## src/rtl/draw_arbiter.sv

```systemverilog
// draw_arbiter
//   Round-robin arbiter that hands the single VGA pixel-write port to one of
//   three drawing engines (bit0 platform, bit1 ball, bit2 bricks). The owner
//   gets a one-cycle draw pulse, then streams pixels through a registered mux
//   until it signals done or a cycle budget expires.
//
// Handshake: a requester raises req[i] and waits for grant[i]. draw[i] pulses
//   in the first granted cycle. While grant[i] is high, the requester's
//   x/y/colour/wren slices are forwarded to vga_* one cycle later. The
//   requester ends ownership by raising done[i]; a wren pulse in that same
//   cycle is still forwarded. Requests, strobes and done from non-owners are
//   ignored while the port is owned.
//
// Ports
//   clk, resetn               clock, asynchronous active-low reset
//   req[2:0], done[2:0]       per-requester request / drawing-finished
//   x_in[29:0], y_in[29:0]    per-requester pixel coordinates (10 bits each)
//   colour_in[8:0]            per-requester colour (3 bits each)
//   wren_in[2:0]              per-requester pixel-write strobe
//   grant[2:0], draw[2:0]     one-hot ownership and start pulse
//   vga_x, vga_y, vga_colour,
//   vga_plot                  registered pixel write to the VGA adapter
//   busy                      high whenever the FSM is not idle
//   timeout_err               sticky: an owner was forcibly released
//   dbg_state[1:0]            current FSM state encoding
module draw_arbiter #(
  parameter logic [9:0] TIMEOUT_CYCLES = 10'd1023
) (
  input  logic        clk,
  input  logic        resetn,
  input  logic [2:0]  req,
  input  logic [2:0]  done,
  input  logic [29:0] x_in,
  input  logic [29:0] y_in,
  input  logic [8:0]  colour_in,
  input  logic [2:0]  wren_in,
  output logic [2:0]  grant,
  output logic [2:0]  draw,
  output logic [9:0]  vga_x,
  output logic [9:0]  vga_y,
  output logic [2:0]  vga_colour,
  output logic        vga_plot,
  output logic        busy,
  output logic        timeout_err,
  output logic [1:0]  dbg_state
);

  typedef enum logic [1:0] {
    IDLE    = 2'd0,
    START   = 2'd1,
    ACTIVE  = 2'd2,
    RELEASE = 2'd3
  } state_t;

  state_t      r_state;
  state_t      w_next_state;
  logic [1:0]  r_owner;
  logic [1:0]  r_last;
  logic [9:0]  r_cnt;
  logic [9:0]  r_vga_x;
  logic [9:0]  r_vga_y;
  logic [2:0]  r_vga_colour;
  logic        r_vga_plot;
  logic        r_timeout_err;

  logic [1:0]  w_winner;
  logic [9:0]  w_own_x;
  logic [9:0]  w_own_y;
  logic [2:0]  w_own_colour;
  logic        w_own_wren;
  logic        w_own_done;
  logic        w_timeout;
  logic        w_owned;
  logic [2:0]  w_onehot;

  // Round-robin: search starts just after the most recently released owner.
  always_comb begin
    w_winner = 2'd0;
    case (r_last)
      2'd0: begin
        if (req[1])      w_winner = 2'd1;
        else if (req[2]) w_winner = 2'd2;
        else             w_winner = 2'd0;
      end
      2'd1: begin
        if (req[2])      w_winner = 2'd2;
        else if (req[0]) w_winner = 2'd0;
        else             w_winner = 2'd1;
      end
      default: begin
        if (req[0])      w_winner = 2'd0;
        else if (req[1]) w_winner = 2'd1;
        else             w_winner = 2'd2;
      end
    endcase
  end

  // Owner slice mux; only the owner's signals ever reach the VGA port or FSM.
  always_comb begin
    w_own_x      = x_in[9:0];
    w_own_y      = y_in[9:0];
    w_own_colour = colour_in[2:0];
    w_own_wren   = wren_in[0];
    w_own_done   = done[0];
    case (r_owner)
      2'd1: begin
        w_own_x      = x_in[19:10];
        w_own_y      = y_in[19:10];
        w_own_colour = colour_in[5:3];
        w_own_wren   = wren_in[1];
        w_own_done   = done[1];
      end
      2'd2: begin
        w_own_x      = x_in[29:20];
        w_own_y      = y_in[29:20];
        w_own_colour = colour_in[8:6];
        w_own_wren   = wren_in[2];
        w_own_done   = done[2];
      end
      default: ;
    endcase
  end

  // Next state. r_cnt counts completed ACTIVE cycles, so the ACTIVE cycle in
  // which it equals TIMEOUT_CYCLES-1 is the last one allowed.
  always_comb begin
    w_next_state = r_state;
    w_timeout    = 1'b0;
    case (r_state)
      IDLE:    if (|req) w_next_state = START;
      START:   w_next_state = ACTIVE;
      ACTIVE: begin
        if (w_own_done) begin
          w_next_state = RELEASE;
        end else if (r_cnt == TIMEOUT_CYCLES - 10'd1) begin
          w_next_state = RELEASE;
          w_timeout    = 1'b1;
        end
      end
      default: w_next_state = IDLE;
    endcase
  end

  always_ff @(posedge clk or negedge resetn) begin
    if (!resetn) begin
      r_state       <= IDLE;
      r_owner       <= 2'd0;
      r_last        <= 2'd2;
      r_cnt         <= 10'd0;
      r_vga_x       <= 10'd0;
      r_vga_y       <= 10'd0;
      r_vga_colour  <= 3'd0;
      r_vga_plot    <= 1'b0;
      r_timeout_err <= 1'b0;
    end else begin
      r_state <= w_next_state;
      if (r_state == IDLE && |req) begin
        r_owner <= w_winner;
        r_cnt   <= 10'd0;
      end else if (r_state == ACTIVE) begin
        r_cnt <= r_cnt + 10'd1;
      end
      if (r_state == RELEASE) r_last <= r_owner;
      if (w_timeout) r_timeout_err <= 1'b1;
      // Coordinates load every owned cycle; they hold while unowned.
      if (w_owned) begin
        r_vga_x      <= w_own_x;
        r_vga_y      <= w_own_y;
        r_vga_colour <= w_own_colour;
        r_vga_plot   <= w_own_wren;
      end else begin
        r_vga_plot   <= 1'b0;
      end
    end
  end

  assign w_owned     = (r_state == START) || (r_state == ACTIVE);
  assign w_onehot    = 3'b001 << r_owner;
  assign grant       = w_owned ? w_onehot : 3'b000;
  assign draw        = (r_state == START) ? w_onehot : 3'b000;
  assign busy        = (r_state != IDLE);
  assign vga_x       = r_vga_x;
  assign vga_y       = r_vga_y;
  assign vga_colour  = r_vga_colour;
  assign vga_plot    = r_vga_plot;
  assign timeout_err = r_timeout_err;
  assign dbg_state   = r_state;

endmodule

```

## config.mk

```make
export PLATFORM = sky130hd
export DESIGN_NAME = draw_arbiter
export DESIGN_NICKNAME = d
export VERILOG_FILES = /design/src/rtl/draw_arbiter.sv
export SDC_FILE = /design/constraint.sdc
export NUM_CORES = 1
export LEC_CHECK = 0
export CORE_ASPECT_RATIO = 1.4
export CORE_MARGIN = 2
export CORE_UTILIZATION = 44
export CTS_CLUSTER_DIAMETER = 200
export DETAILED_ROUTE_END_ITERATION = 16
export GPL_TIMING_DRIVEN = 0
export HOLD_SLACK_MARGIN = 0.08
export PLACE_DENSITY = 0.95
export REMOVE_ABC_BUFFERS = 1
export SLEW_MARGIN = 20
export SYNTH_ARGS = -nofsm -noshare
export SYNTH_HDL_FRONTEND = slang
export SYNTH_SLANG_ARGS = --single-unit
```

## constraint.sdc

```tcl
create_clock -name clk -period 4.7 [get_ports clk]
set_clock_uncertainty 0.1 [all_clocks]
set_input_delay 0.705 -clock clk [delete_from_list [all_inputs] [get_ports clk]]
set_output_delay 0.705 -clock clk [all_outputs]
set_load 0.1 [all_outputs]
```

# After elaboration in Yosys (flattened, before gate mapping)
# Index checks and enable logic that the tools add are counted.
# word_totals
register_bits,41
latchBits,0
mem_bits_rw,0
romBits,0
inputBits,80
output_inout_bits,34
word_cells,52
n_memories,0
# classes
add_sub_neg,1
mul,0
div_mod_pow,0
order_cmp,0
n_eq_ne,9
n_shift,1
mux,24
n_bitwise,0
n_reduce_logical,8
# ops
operator,count
$pmux 10 s2,2
$mux 10,2
$mux 2,8
$add 10x1->10 const B,1
$eq 10x10->1 const B,1
$eq 2x1->1 const B,3
$eq 2x2->1 const B,3
$mux 3,2
$pmux 2 s3,1
$pmux 3 s2,1
$mux 1,5
$logic_not 2->1,2
$pmux 1 s2,2
$pmux 2 s2,1
$reduce_bool 2->1,2
$ne 3x3->1 const B,1
$reduce_or 3->1,1
$shl 1x2->3 const A,1
$ne 2x2->1 const B,1
$reduce_and 2->1,1
$logic_and 1x1->1,1
$logic_or 1x1->1,1

# Depth between registers and ports, before layout
# Gate-level depths: netlist of the first run.
# depth
ltp_word,4
depth_mapped,7
ltp_nobuf,6

# Worst setup path before layout of the first run
# No wires, ideal clock.
# synth_timing
path_kind,flip-flop to output port
start,"register r_state[0], in the netlist dbg_state[0]"
end,output port grant[0]
t_arrival_ns,2.623
required_time_ns,3.895
slack_ns,1.272
stages_incl_launch_ff,6
n_path_buf,2
path_cell_list,dfrtp_1 > inv_1 > ha_1 > buf_2 > buf_2 > and2_1
# synth_via
elab_chain_cells,3
word_cells_on_any_way,4
classes_between,eq/ne (2); mux (1); reduce/logical (1)
# synth_lines
item,line_no,rtl
"start, declared",55,state_t r_state;
"start signal, assigned",156,r_state <= w_next_state;
$eq 2x1->1 / $eq 2x2->1 (equally long branches),177,assign w_owned = (r_state == START) || (r_state == ACTIVE);
$logic_or 1x1->1 (*),177,
$mux 3 (*),179,assign grant = w_owned ? w_onehot : 3'b000;
"end, declared",37,"output logic [2:0] grant,"
# Every way passes the cells marked *; elsewhere a longest branch is shown, timed or not.

# Final worst setup path of the first run
# layout_timing
start,"register r_state[1], in the netlist dbg_state[1]"
end,output port grant[0]
# The elaborated chain is that of the path after synthesis.

==> flow_summary.html, run 1 <==
<table>
<tr><th>Metric</th><th>Value</th></tr>
<tr><th colspan="2">Placed design</th></tr>
<tr><td>Gp weighted congestion</td><td>0.7739</td></tr>
<tr><td>IO buf count</td><td>113</td></tr>
<tr><td>Final HPWL DP</td><td>~5.2 mm</td></tr>
<tr><th colspan="2">Floorplan</th></tr>
<tr><td>CORE AREA</td><td>about 5200 sq um</td></tr>
<tr><td>Die Ht</td><td>90.68 microns</td></tr>
<tr><td>Width of the die</td><td>around 66 microns</td></tr>
<tr><td>Initial core utilization</td><td>0.4577</td></tr>
<tr><td>Count of boundary I/O pins</td><td>114</td></tr>
<tr><td>Number of placement rows</td><td>31</td></tr>
<tr><td>Die Footprint</td><td>5976 sq um</td></tr>
<tr><th colspan="2">Route</th></tr>
<tr><td>DR iter-0 viols</td><td>45</td></tr>
<tr><td>Via count</td><td>roughly 2,200</td></tr>
<tr><td>Vias per std cell</td><td>between 5 and 6</td></tr>
<tr><td>DRC errors left</td><td>0</td></tr>
<tr><td>Drt pass-1 iters</td><td>4</td></tr>
<tr><td>WL per Instance</td><td>about 17 microns</td></tr>
<tr><td>Final ANT Viol Nets</td><td>0</td></tr>
<tr><td>Final routed wirelength across all metal layers</td><td>a little under 7 mm</td></tr>
<tr><th colspan="2">GRT</th></tr>
<tr><td>Largest net degree at the start of global routing</td><td>51</td></tr>
<tr><td>Overall fraction of global-route tracks in use</td><td>0.2322</td></tr>
<tr><td>Antenna violations before repair</td><td>0</td></tr>
<tr><td>Vias in the first global route</td><td>around 2,200</td></tr>
<tr><td>Global-route wire length before repair</td><td>between 10 and 15 mm</td></tr>
<tr><td>Gr ovfl total</td><td>0</td></tr>
<tr><th colspan="2">Critical path</th></tr>
<tr><td>Beginning of the worst register-to-register path</td><td>r_owner[0]$_DFFE_PN0P_</td></tr>
<tr><td>CP peak stage delay</td><td>between 1 and 1.5 ns</td></tr>
<tr><td>Reg2Reg Capture Point</td><td>dbg_state[1]$_DFFE_PN0P_</td></tr>
<tr><td>R2r worst-path depth</td><td>6</td></tr>
<tr><td>Cell chain of the critical path</td><td>inv_1 -&gt; ha_1 -&gt; and2_1 -&gt; clkdlybuf4s50_1</td></tr>
<tr><td>Type of element capturing the critical path</td><td>output port</td></tr>
<tr><td>Worst endpoint data arrival time</td><td>about 3.3 ns</td></tr>
<tr><td>Required time of the critical path</td><td>between 3 and 4 ns</td></tr>
<tr><td>Element type at the critical path start</td><td>flip-flop</td></tr>
<tr><td>Worst-path cell with the longest stage delay</td><td>clkdlybuf4s50_1</td></tr>
<tr><td>Category of the most critical setup path</td><td>flip-flop to output port</td></tr>
<tr><td>Worst R2R Setup Slack</td><td>roughly 2.2 ns</td></tr>
<tr><td>Largest fanout of any net on the critical path</td><td>28</td></tr>
<tr><th colspan="2">Synthesis</th></tr>
<tr><td>Post-Synth Adder-Cell Area</td><td>0.05299</td></tr>
<tr><td>Summed instance area of the synthesized netlist</td><td>about 2400 sq um</td></tr>
<tr><td>Multiplexer share of the synthesized area</td><td>0.1341</td></tr>
<tr><td>Number of enable flip-flop cells after synthesis</td><td>0</td></tr>
<tr><td>Top FF cell, synth</td><td>dfrtp_1</td></tr>
<tr><td>Top-count cell post-synth</td><td>dfrtp_1</td></tr>
<tr><td>Dominant cells by area after synthesis</td><td>dfrtp_1, mux2_2, a22oi_1</td></tr>
<tr><td>Async S/R FF share, synth</td><td>1.000</td></tr>
<tr><td>Combinational family with the most area after synthesis</td><td>compound AO/OA/AOI/OAI gates</td></tr>
<tr><td>Ys Warns</td><td>0</td></tr>
<tr><td>Library cell with the largest summed area after synthesis</td><td>dfrtp_1</td></tr>
<tr><td>Top cell type's share of synthesized area</td><td>0.4240</td></tr>
<tr><td>Cell variety after synth</td><td>37</td></tr>
<tr><td>Gate Count Post-Synth</td><td>233</td></tr>
<tr><td>Area share of xor/xnor cells in the synthesized design</td><td>0.02597</td></tr>
<tr><td>Fraction of the mapped netlist area in compound gates</td><td>0.1722</td></tr>
<tr><td>Post-synthesis simple-gate area fraction</td><td>0.1304</td></tr>
<tr><td>Synthesized area per cell</td><td>a little over 10 sq um</td></tr>
<tr><td>Commonest cells in the netlist</td><td>dfrtp_1, nor2_1, a21oi_1</td></tr>
<tr><td>Number of flip-flops and latches in the synthesized netlist</td><td>just over 40</td></tr>
<tr><td>Seq/Total Area, Yosys</td><td>0.4351</td></tr>
<tr><th colspan="2">Cells and area</th></tr>
<tr><td>Layout overhead on the synthesized area</td><td>52.89%</td></tr>
<tr><td>Nets</td><td>approximately 430</td></tr>
<tr><td>Share of post-route cells with drive strength above 1</td><td>0.1272</td></tr>
<tr><td>Final cell utilization of the core</td><td>0.6997</td></tr>
<tr><td>Number of diodes</td><td>0</td></tr>
<tr><td># fillers</td><td>around 350</td></tr>
<tr><th colspan="2">CTS</th></tr>
<tr><td>Clock Pin Slew Worst Setup and Hold Paths</td><td>roughly 0.070 ns</td></tr>
<tr><td>Num Clock Sinks</td><td>around 40</td></tr>
<tr><td>Clock tree from TritonCTS</td><td>built</td></tr>
<tr><td>Total of hold buffers inserted after clock tree synthesis</td><td>0</td></tr>
<tr><td>Count of instances resized after the clock tree is built</td><td>0</td></tr>
<tr><td>Number of buffers between clock root and the deepest sink</td><td>2</td></tr>
<tr><td>Post-CTS setup-driven buffer insertion count</td><td>0</td></tr>
<tr><td>Clock network latency to the later pin of the worst-skew pair</td><td>a little under 0.3 ns</td></tr>
<tr><td>TritonCTS Buffers</td><td>5</td></tr>
<tr><td>H-Tree Depth</td><td>2</td></tr>
<tr><td>Master cell of the clock root buffer</td><td>clkbuf_8</td></tr>
<tr><th colspan="2">STA</th></tr>
<tr><td>Peak Freq</td><td>between 200 and 250 MHz</td></tr>
<tr><td>Setup-failing EPs final</td><td>0</td></tr>
<tr><td>Transition time of the tightest slew-check pin</td><td>around 1.0 ns</td></tr>
<tr><td>Setup TNS</td><td>0 ns</td></tr>
<tr><td>RSZ-0062 raised after global routing</td><td>false</td></tr>
<tr><td>Period utilisation layout</td><td>0.8630</td></tr>
<tr><td>Hold Fails Final Rpt</td><td>0</td></tr>
<tr><td>Fin crit period</td><td>roughly 4.1 ns</td></tr>
<tr><td>Max-slew violation count</td><td>0</td></tr>
<tr><td>Relative slew slack</td><td>0.3023</td></tr>
<tr><th colspan="2">Hold path</th></tr>
<tr><td>Path type of the worst min-delay path</td><td>input pin to asynchronous set/reset pin</td></tr>
<tr><th colspan="2">Status</th></tr>
<tr><td>Outcome</td><td>complete, no violations</td></tr>
<tr><th colspan="2">Flow run</th></tr>
<tr><td>Total of max-cap violations</td><td>0</td></tr>
</table>
[placed cells by master (no fill, tap or decap), types with 2 or more instances in the layout]
cell type / netlist / routed
a21oi_1: 26 / 26
a22oi_1: 25 / 25
and2_1: 6 / 6
clkbuf_8: 0 / 5
clkdlybuf4s50_1: 0 / 112
dfrtp_1: 40 / 40
ha_1: 10 / 9
inv_1: 8 / 8
mux2_2: 25 / 25
mux2i_1: 2 / 2
nand2_1: 6 / 6
nand3_1: 3 / 3
nand4_1: 3 / 3
nor2_1: 32 / 32
nor3_1: 4 / 4
o21ai_0: 2 / 2
or3_1: 2 / 2
xnor2_1: 4 / 4
xor2_1: 3 / 3
[worst max-delay path, delay by kind of cell, from the launching register on]
kind | cells | cell delay [ns]
buffers and inverters | 2 | 1.24
adders and majority gates | 1 | 0.99
and+or+nand+nor | 1 | 0.27
DFF | 1 | 0.47
[how the worst max path moves through the flow]
stage                     slack [ns]  endpoint  depth (start not counted)                     start
after global placement          1.02  grant[0]                          4  dbg_state[0]$_DFFE_PN0P_
after global routing            0.48  grant[0]                          4  dbg_state[1]$_DFFE_PN0P_
after floorplan                 1.08  grant[0]                          3  dbg_state[0]$_DFFE_PN0P_
after detailed placement        0.99  grant[1]                          4  dbg_state[1]$_DFFE_PN0P_
after CTS                       0.64  grant[0]                          4  dbg_state[1]$_DFFE_PN0P_
final                           0.64  grant[0]                          4  dbg_state[1]$_DFFE_PN0P_
[cell families after synthesis]
| logic type | after synthesis |
|---|---|
| DFF | 41 |
| adders and majority gates | 10 |
| xor gates and xnor gates | 7 |
| muxes | 28 |
| buffers and inverters | 24 |
| AOI/OAI and AO/OA | 61 |
| and+or+nand+nor | 62 |
[metal layers]
layer | track usage | wire length, microns | up-vias
li1 | - | - | 1038
met1 | 0.2518 | 2475 | 1082
met2 | 0.4217 | 3619 | 96
met3 | 0.06858 | 544 | 13
met4 | 0.06944 | 127 | 0
met5 | 0 | 0 | -
[final cells by class]
cell class	instances	area, sq um	share of cell area
Inverter	8	30.03	0.008319
Sequential cell	41	1027	0.2846
Clock inverter	2	35.03	0.009705
Timing Repair Buffer	114	1146	0.3175
Clock buffer	5	68.82	0.01906
Tap cell	66	82.58	0.02288
Multi-Input combinational cell	168	1220	0.3380
[registers in the layout, summed over array words and instances, names as in the netlist]
name / flops
r_cnt: 10
vga_x: 10
vga_y: 10
vga_colour: 3
dbg_state: 2
r_last: 2
r_owner: 2
timeout_err: 1
vga_plot: 1
[stage by stage]
stage,worst slack (ns),cells,area (sq um),hold WS [ns]
after global placement,1.017,396,3488,0.3557
after CTS,0.6370,404,3610,0.2255
after floorplan,1.075,217,2275,0.3094
after global routing,0.4796,404,3610,0.2298
final,0.6439,404,3610,0.2234
after detailed placement,0.9921,397,3506,0.3608
Power of run 1 is not shown: default switching activity piles up to over one toggle a cycle in this logic, so the estimate is an artifact.
==> run 2, diff against run 1 <==
--- a/config.mk
+++ b/config.mk
@@ -14,6 +14,7 @@
 export HOLD_SLACK_MARGIN = 0.08
 export PLACE_DENSITY = 0.95
 export REMOVE_ABC_BUFFERS = 1
+export SETUP_SLACK_MARGIN = 0.02
 export SLEW_MARGIN = 20
 export SYNTH_ARGS = -nofsm -noshare
 export SYNTH_HDL_FRONTEND = slang
==> results of run 2 <==
Final layout, timing and power as in run 1 (identical DEF).
Power of run 2 is left out for the same reason.
==> run 3, diff against run 2 <==
--- a/config.mk
+++ b/config.mk
@@ -5,14 +5,14 @@
 export SDC_FILE = /design/constraint.sdc
 export NUM_CORES = 1
 export LEC_CHECK = 0
-export CORE_ASPECT_RATIO = 1.4
+export CORE_ASPECT_RATIO = 1.25
 export CORE_MARGIN = 2
 export CORE_UTILIZATION = 44
 export CTS_CLUSTER_DIAMETER = 200
 export DETAILED_ROUTE_END_ITERATION = 16
 export GPL_TIMING_DRIVEN = 0
 export HOLD_SLACK_MARGIN = 0.08
-export PLACE_DENSITY = 0.95
+export PLACE_DENSITY = 0.84
 export REMOVE_ABC_BUFFERS = 1
 export SETUP_SLACK_MARGIN = 0.02
 export SLEW_MARGIN = 20
==> run 3 against run 2 <==
Against the previous run:
- cell count fell by 0.50%
- die area barely moved
- global-route usage fell by 1.5 points
- clock-buffer cell count did not move
- worst setup slack improved by 0.21 ns
- non-clock buffer count rose by 1
- hold slack got worse by 0.051 ns
- via count fell by 2.1%
- wire length fell by 6.5%
- utilization rose by 0.63 points
- first-iteration DRC count rose by 73%
- flip-flop and latch count did not move
- critical endpoint is now grant[2]
==> flow_summary.html, run 3 (synthesis results as in run 1) <==
<table>
<tr><th>Metric</th><th>Value</th></tr>
<tr><th colspan="2">Status</th></tr>
<tr><td>Outcome</td><td>complete, no violations (unchanged)</td></tr>
<tr><th colspan="2">Floorplan</th></tr>
<tr><td>Initial core utilization</td><td>0.4615 (was 0.4577)</td></tr>
<tr><td>CORE AREA</td><td>5116 sq um (was 5159 sq um)</td></tr>
<tr><td>Width of the die</td><td>69.52 microns (was 65.91 microns)</td></tr>
<tr><td>Count of boundary I/O pins</td><td>114 (unchanged)</td></tr>
<tr><td>Die Footprint</td><td>5972 sq um (was 5976 sq um)</td></tr>
<tr><td>Die Ht</td><td>85.90 microns (was 90.68 microns)</td></tr>
<tr><td>Number of placement rows</td><td>29 (was 31)</td></tr>
<tr><th colspan="2">CTS</th></tr>
<tr><td>Post-CTS setup-driven buffer insertion count</td><td>0 (unchanged)</td></tr>
<tr><td>Clock Pin Slew Worst Setup and Hold Paths</td><td>0.07 ns (about the same)</td></tr>
<tr><td>Clock tree from TritonCTS</td><td>built (unchanged)</td></tr>
<tr><td>Num Clock Sinks</td><td>41 (unchanged)</td></tr>
<tr><td>H-Tree Depth</td><td>2 (unchanged)</td></tr>
<tr><td>Count of instances resized after the clock tree is built</td><td>0 (unchanged)</td></tr>
<tr><td>Master cell of the clock root buffer</td><td>clkbuf_8 (unchanged)</td></tr>
<tr><td>Clock network latency to the later pin of the worst-skew pair</td><td>0.30 ns (was 0.29 ns)</td></tr>
<tr><td>Number of buffers between clock root and the deepest sink</td><td>2 (unchanged)</td></tr>
<tr><td>TritonCTS Buffers</td><td>5 (unchanged)</td></tr>
<tr><td>Total of hold buffers inserted after clock tree synthesis</td><td>0 (unchanged)</td></tr>
<tr><th colspan="2">GRT</th></tr>
<tr><td>Largest net degree at the start of global routing</td><td>49 (was 51)</td></tr>
<tr><td>Vias in the first global route</td><td>2,175 (was 2,226)</td></tr>
<tr><td>Gr ovfl total</td><td>0 (unchanged)</td></tr>
<tr><td>Antenna violations before repair</td><td>0 (unchanged)</td></tr>
<tr><td>Global-route wire length before repair</td><td>10.38 mm (was 10.63 mm)</td></tr>
<tr><td>Overall fraction of global-route tracks in use</td><td>0.2176 (was 0.2322)</td></tr>
<tr><th colspan="2">Critical path</th></tr>
<tr><td>R2r worst-path depth</td><td>6 (unchanged)</td></tr>
<tr><td>Beginning of the worst register-to-register path</td><td>r_owner[0]$_DFFE_PN0P_ (unchanged)</td></tr>
<tr><td>Category of the most critical setup path</td><td>flip-flop to output port (unchanged)</td></tr>
<tr><td>Largest fanout of any net on the critical path</td><td>27 (was 28)</td></tr>
<tr><td>Worst R2R Setup Slack</td><td>2.23 ns (was 2.24 ns)</td></tr>
<tr><td>Required time of the critical path</td><td>3.89 ns (about the same)</td></tr>
<tr><td>Worst endpoint data arrival time</td><td>3.04 ns (was 3.25 ns)</td></tr>
<tr><td>Cell family with most CP delay</td><td>buffers and inverters (unchanged)</td></tr>
<tr><td>Reg2Reg Capture Point</td><td>dbg_state[1]$_DFFE_PN0P_ (unchanged)</td></tr>
<tr><td>Buffers &amp; Inverters on Critical Path</td><td>2 (unchanged)</td></tr>
<tr><td>Cell chain of the critical path</td><td>inv_1 -&gt; ha_1 -&gt; and2_1 -&gt; clkdlybuf4s50_1 (unchanged)</td></tr>
<tr><td>CP peak stage delay</td><td>1.13 ns (was 1.15 ns)</td></tr>
<tr><td>Element type at the critical path start</td><td>flip-flop (unchanged)</td></tr>
<tr><td>Worst-path cell with the longest stage delay</td><td>clkdlybuf4s50_1 (unchanged)</td></tr>
<tr><td>Type of element capturing the critical path</td><td>output port (unchanged)</td></tr>
<tr><th colspan="2">Route</th></tr>
<tr><td>Via count</td><td>2,183 (was 2,229)</td></tr>
<tr><td>DRC errors left</td><td>0 (unchanged)</td></tr>
<tr><td>Final ANT Viol Nets</td><td>0 (unchanged)</td></tr>
<tr><td>DR WL met2</td><td>3.388 mm (was 3.619 mm)</td></tr>
<tr><td>Highest signal layer in the routed design</td><td>met4 (unchanged)</td></tr>
<tr><td>WL per Instance</td><td>15.74 microns (was 16.75 microns)</td></tr>
<tr><td>DR iter-0 viols</td><td>78 (was 45)</td></tr>
<tr><td>Vias per std cell</td><td>5.430 (was 5.517)</td></tr>
<tr><td>Routed length on met1</td><td>2.424 mm (was 2.475 mm)</td></tr>
<tr><td>Final routed wirelength across all metal layers</td><td>6.326 mm (was 6.767 mm)</td></tr>
<tr><td>Drt pass-1 iters</td><td>4 (unchanged)</td></tr>
<tr><td>Detailed-routed wire length on met3</td><td>354 microns (was 544 microns)</td></tr>
<tr><th colspan="2">Cells and area</th></tr>
<tr><td>Number of diodes</td><td>0 (unchanged)</td></tr>
<tr><td>Commonest non-fill, non-tap cells in the layout</td><td>clkdlybuf4s50_1, dfrtp_1, nor2_1 (unchanged)</td></tr>
<tr><td>Final cell utilization of the core</td><td>0.7060 (was 0.6997)</td></tr>
<tr><td># fillers</td><td>434 (was 352)</td></tr>
<tr><td>Final design area excluding fillers</td><td>3612 sq um (was 3610 sq um)</td></tr>
<tr><td>Layout overhead on the synthesized area</td><td>52.99% (was 52.89%)</td></tr>
<tr><td>Share of post-route cells with drive strength above 1</td><td>0.1382 (was 0.1272)</td></tr>
<tr><td>Nets</td><td>429 (was 428)</td></tr>
<tr><td>Most common library cell in the layout ignoring fill and taps</td><td>clkdlybuf4s50_1 (unchanged)</td></tr>
<tr><th colspan="2">STA</th></tr>
<tr><td>Peak Freq</td><td>260.3 MHz (was 246.5 MHz)</td></tr>
<tr><td>Setup-failing EPs final</td><td>0 (unchanged)</td></tr>
<tr><td>Fin crit period</td><td>3.842 ns (was 4.056 ns)</td></tr>
<tr><td>Setup TNS</td><td>0 ns (unchanged)</td></tr>
<tr><td>Worst setup slack after layout</td><td>0.8584 ns (was 0.6439 ns)</td></tr>
<tr><td>Max-slew violation count</td><td>0 (unchanged)</td></tr>
<tr><td>Relative slew slack</td><td>0.3081 (was 0.3023)</td></tr>
<tr><td>RSZ-0062 raised after global routing</td><td>false (unchanged)</td></tr>
<tr><td>Hold Fails Final Rpt</td><td>0 (unchanged)</td></tr>
<tr><td>Period utilisation layout</td><td>0.8174 (was 0.8630)</td></tr>
<tr><td>Transition time of the tightest slew-check pin</td><td>1.038 ns (was 1.047 ns)</td></tr>
<tr><th colspan="2">Placed design</th></tr>
<tr><td>IO buf count</td><td>113 (unchanged)</td></tr>
<tr><td>Setup slack at placement</td><td>0.9274 ns (was 0.9921 ns)</td></tr>
<tr><td>DP Area</td><td>3521 sq um (was 3506 sq um)</td></tr>
<tr><td>Final HPWL DP</td><td>4.700 mm (was 5.157 mm)</td></tr>
<tr><td>Gp weighted congestion</td><td>0.7737 (was 0.7739)</td></tr>
<tr><th colspan="2">Flow run</th></tr>
<tr><td>Total of max-cap violations</td><td>0 (unchanged)</td></tr>
<tr><th colspan="2">Hold path</th></tr>
<tr><td>Path type of the worst min-delay path</td><td>input pin to asynchronous set/reset pin (unchanged)</td></tr>
</table>
[run 3: changes by cell type in the layout (fill, tap and decap cells not counted)]
cell / before / now
ha_2: 1 / 3
bufinv_16: 1 / 0
buf_12: 1 / 2
clkinv_2: 1 / 2
clkinvlp_4: 0 / 1
ha_1: 9 / 7
[run 3: worst max-delay path by stage]
stage	from	to	slack, ns	cells after the start
finish	r_owner[0]$_DFFE_PN0P_	grant[2]	0.86	4
global route	r_owner[0]$_DFFE_PN0P_	grant[2]	0.68	4
CTS	dbg_state[1]$_DFFE_PN0P_	grant[0]	0.59	4
detailed placement	dbg_state[1]$_DFFE_PN0P_	grant[0]	0.93	4
global placement	dbg_state[1]$_DFFE_PN0P_	grant[0]	0.97	4
floorplan	dbg_state[0]$_DFFE_PN0P_	grant[0]	1.08	3
[run 3: layout make-up]
type	count	area, sq um	area share
well taps	62	77.57	0.02148
clock buffers	5	68.82	0.01905
clock inverters	3	17.52	0.004849
inverters	8	30.03	0.008313
multi-input cells	168	1225	0.3391
flip-flops and latches	41	1027	0.2844
repair buffers	115	1166	0.3228
[run 3: stage by stage]
| stage | hold slack, ns | cells |
|---|---|---|
| floorplan | 0.3094 | 217 |
| finish | 0.1720 | 402 |
| detailed placement | 0.3850 | 394 |
| CTS | 0.1711 | 402 |
| global placement | 0.3578 | 392 |
| global route | 0.1716 | 402 |
[run 3: routing by layer]
layer,vias to the layer above,track usage
li1,1042,-
met1,1039,0.2325
met2,84,0.4073
met3,18,0.05758
met4,0,0.08378
met5,-,0
Power of run 3 is left out for the same reason.
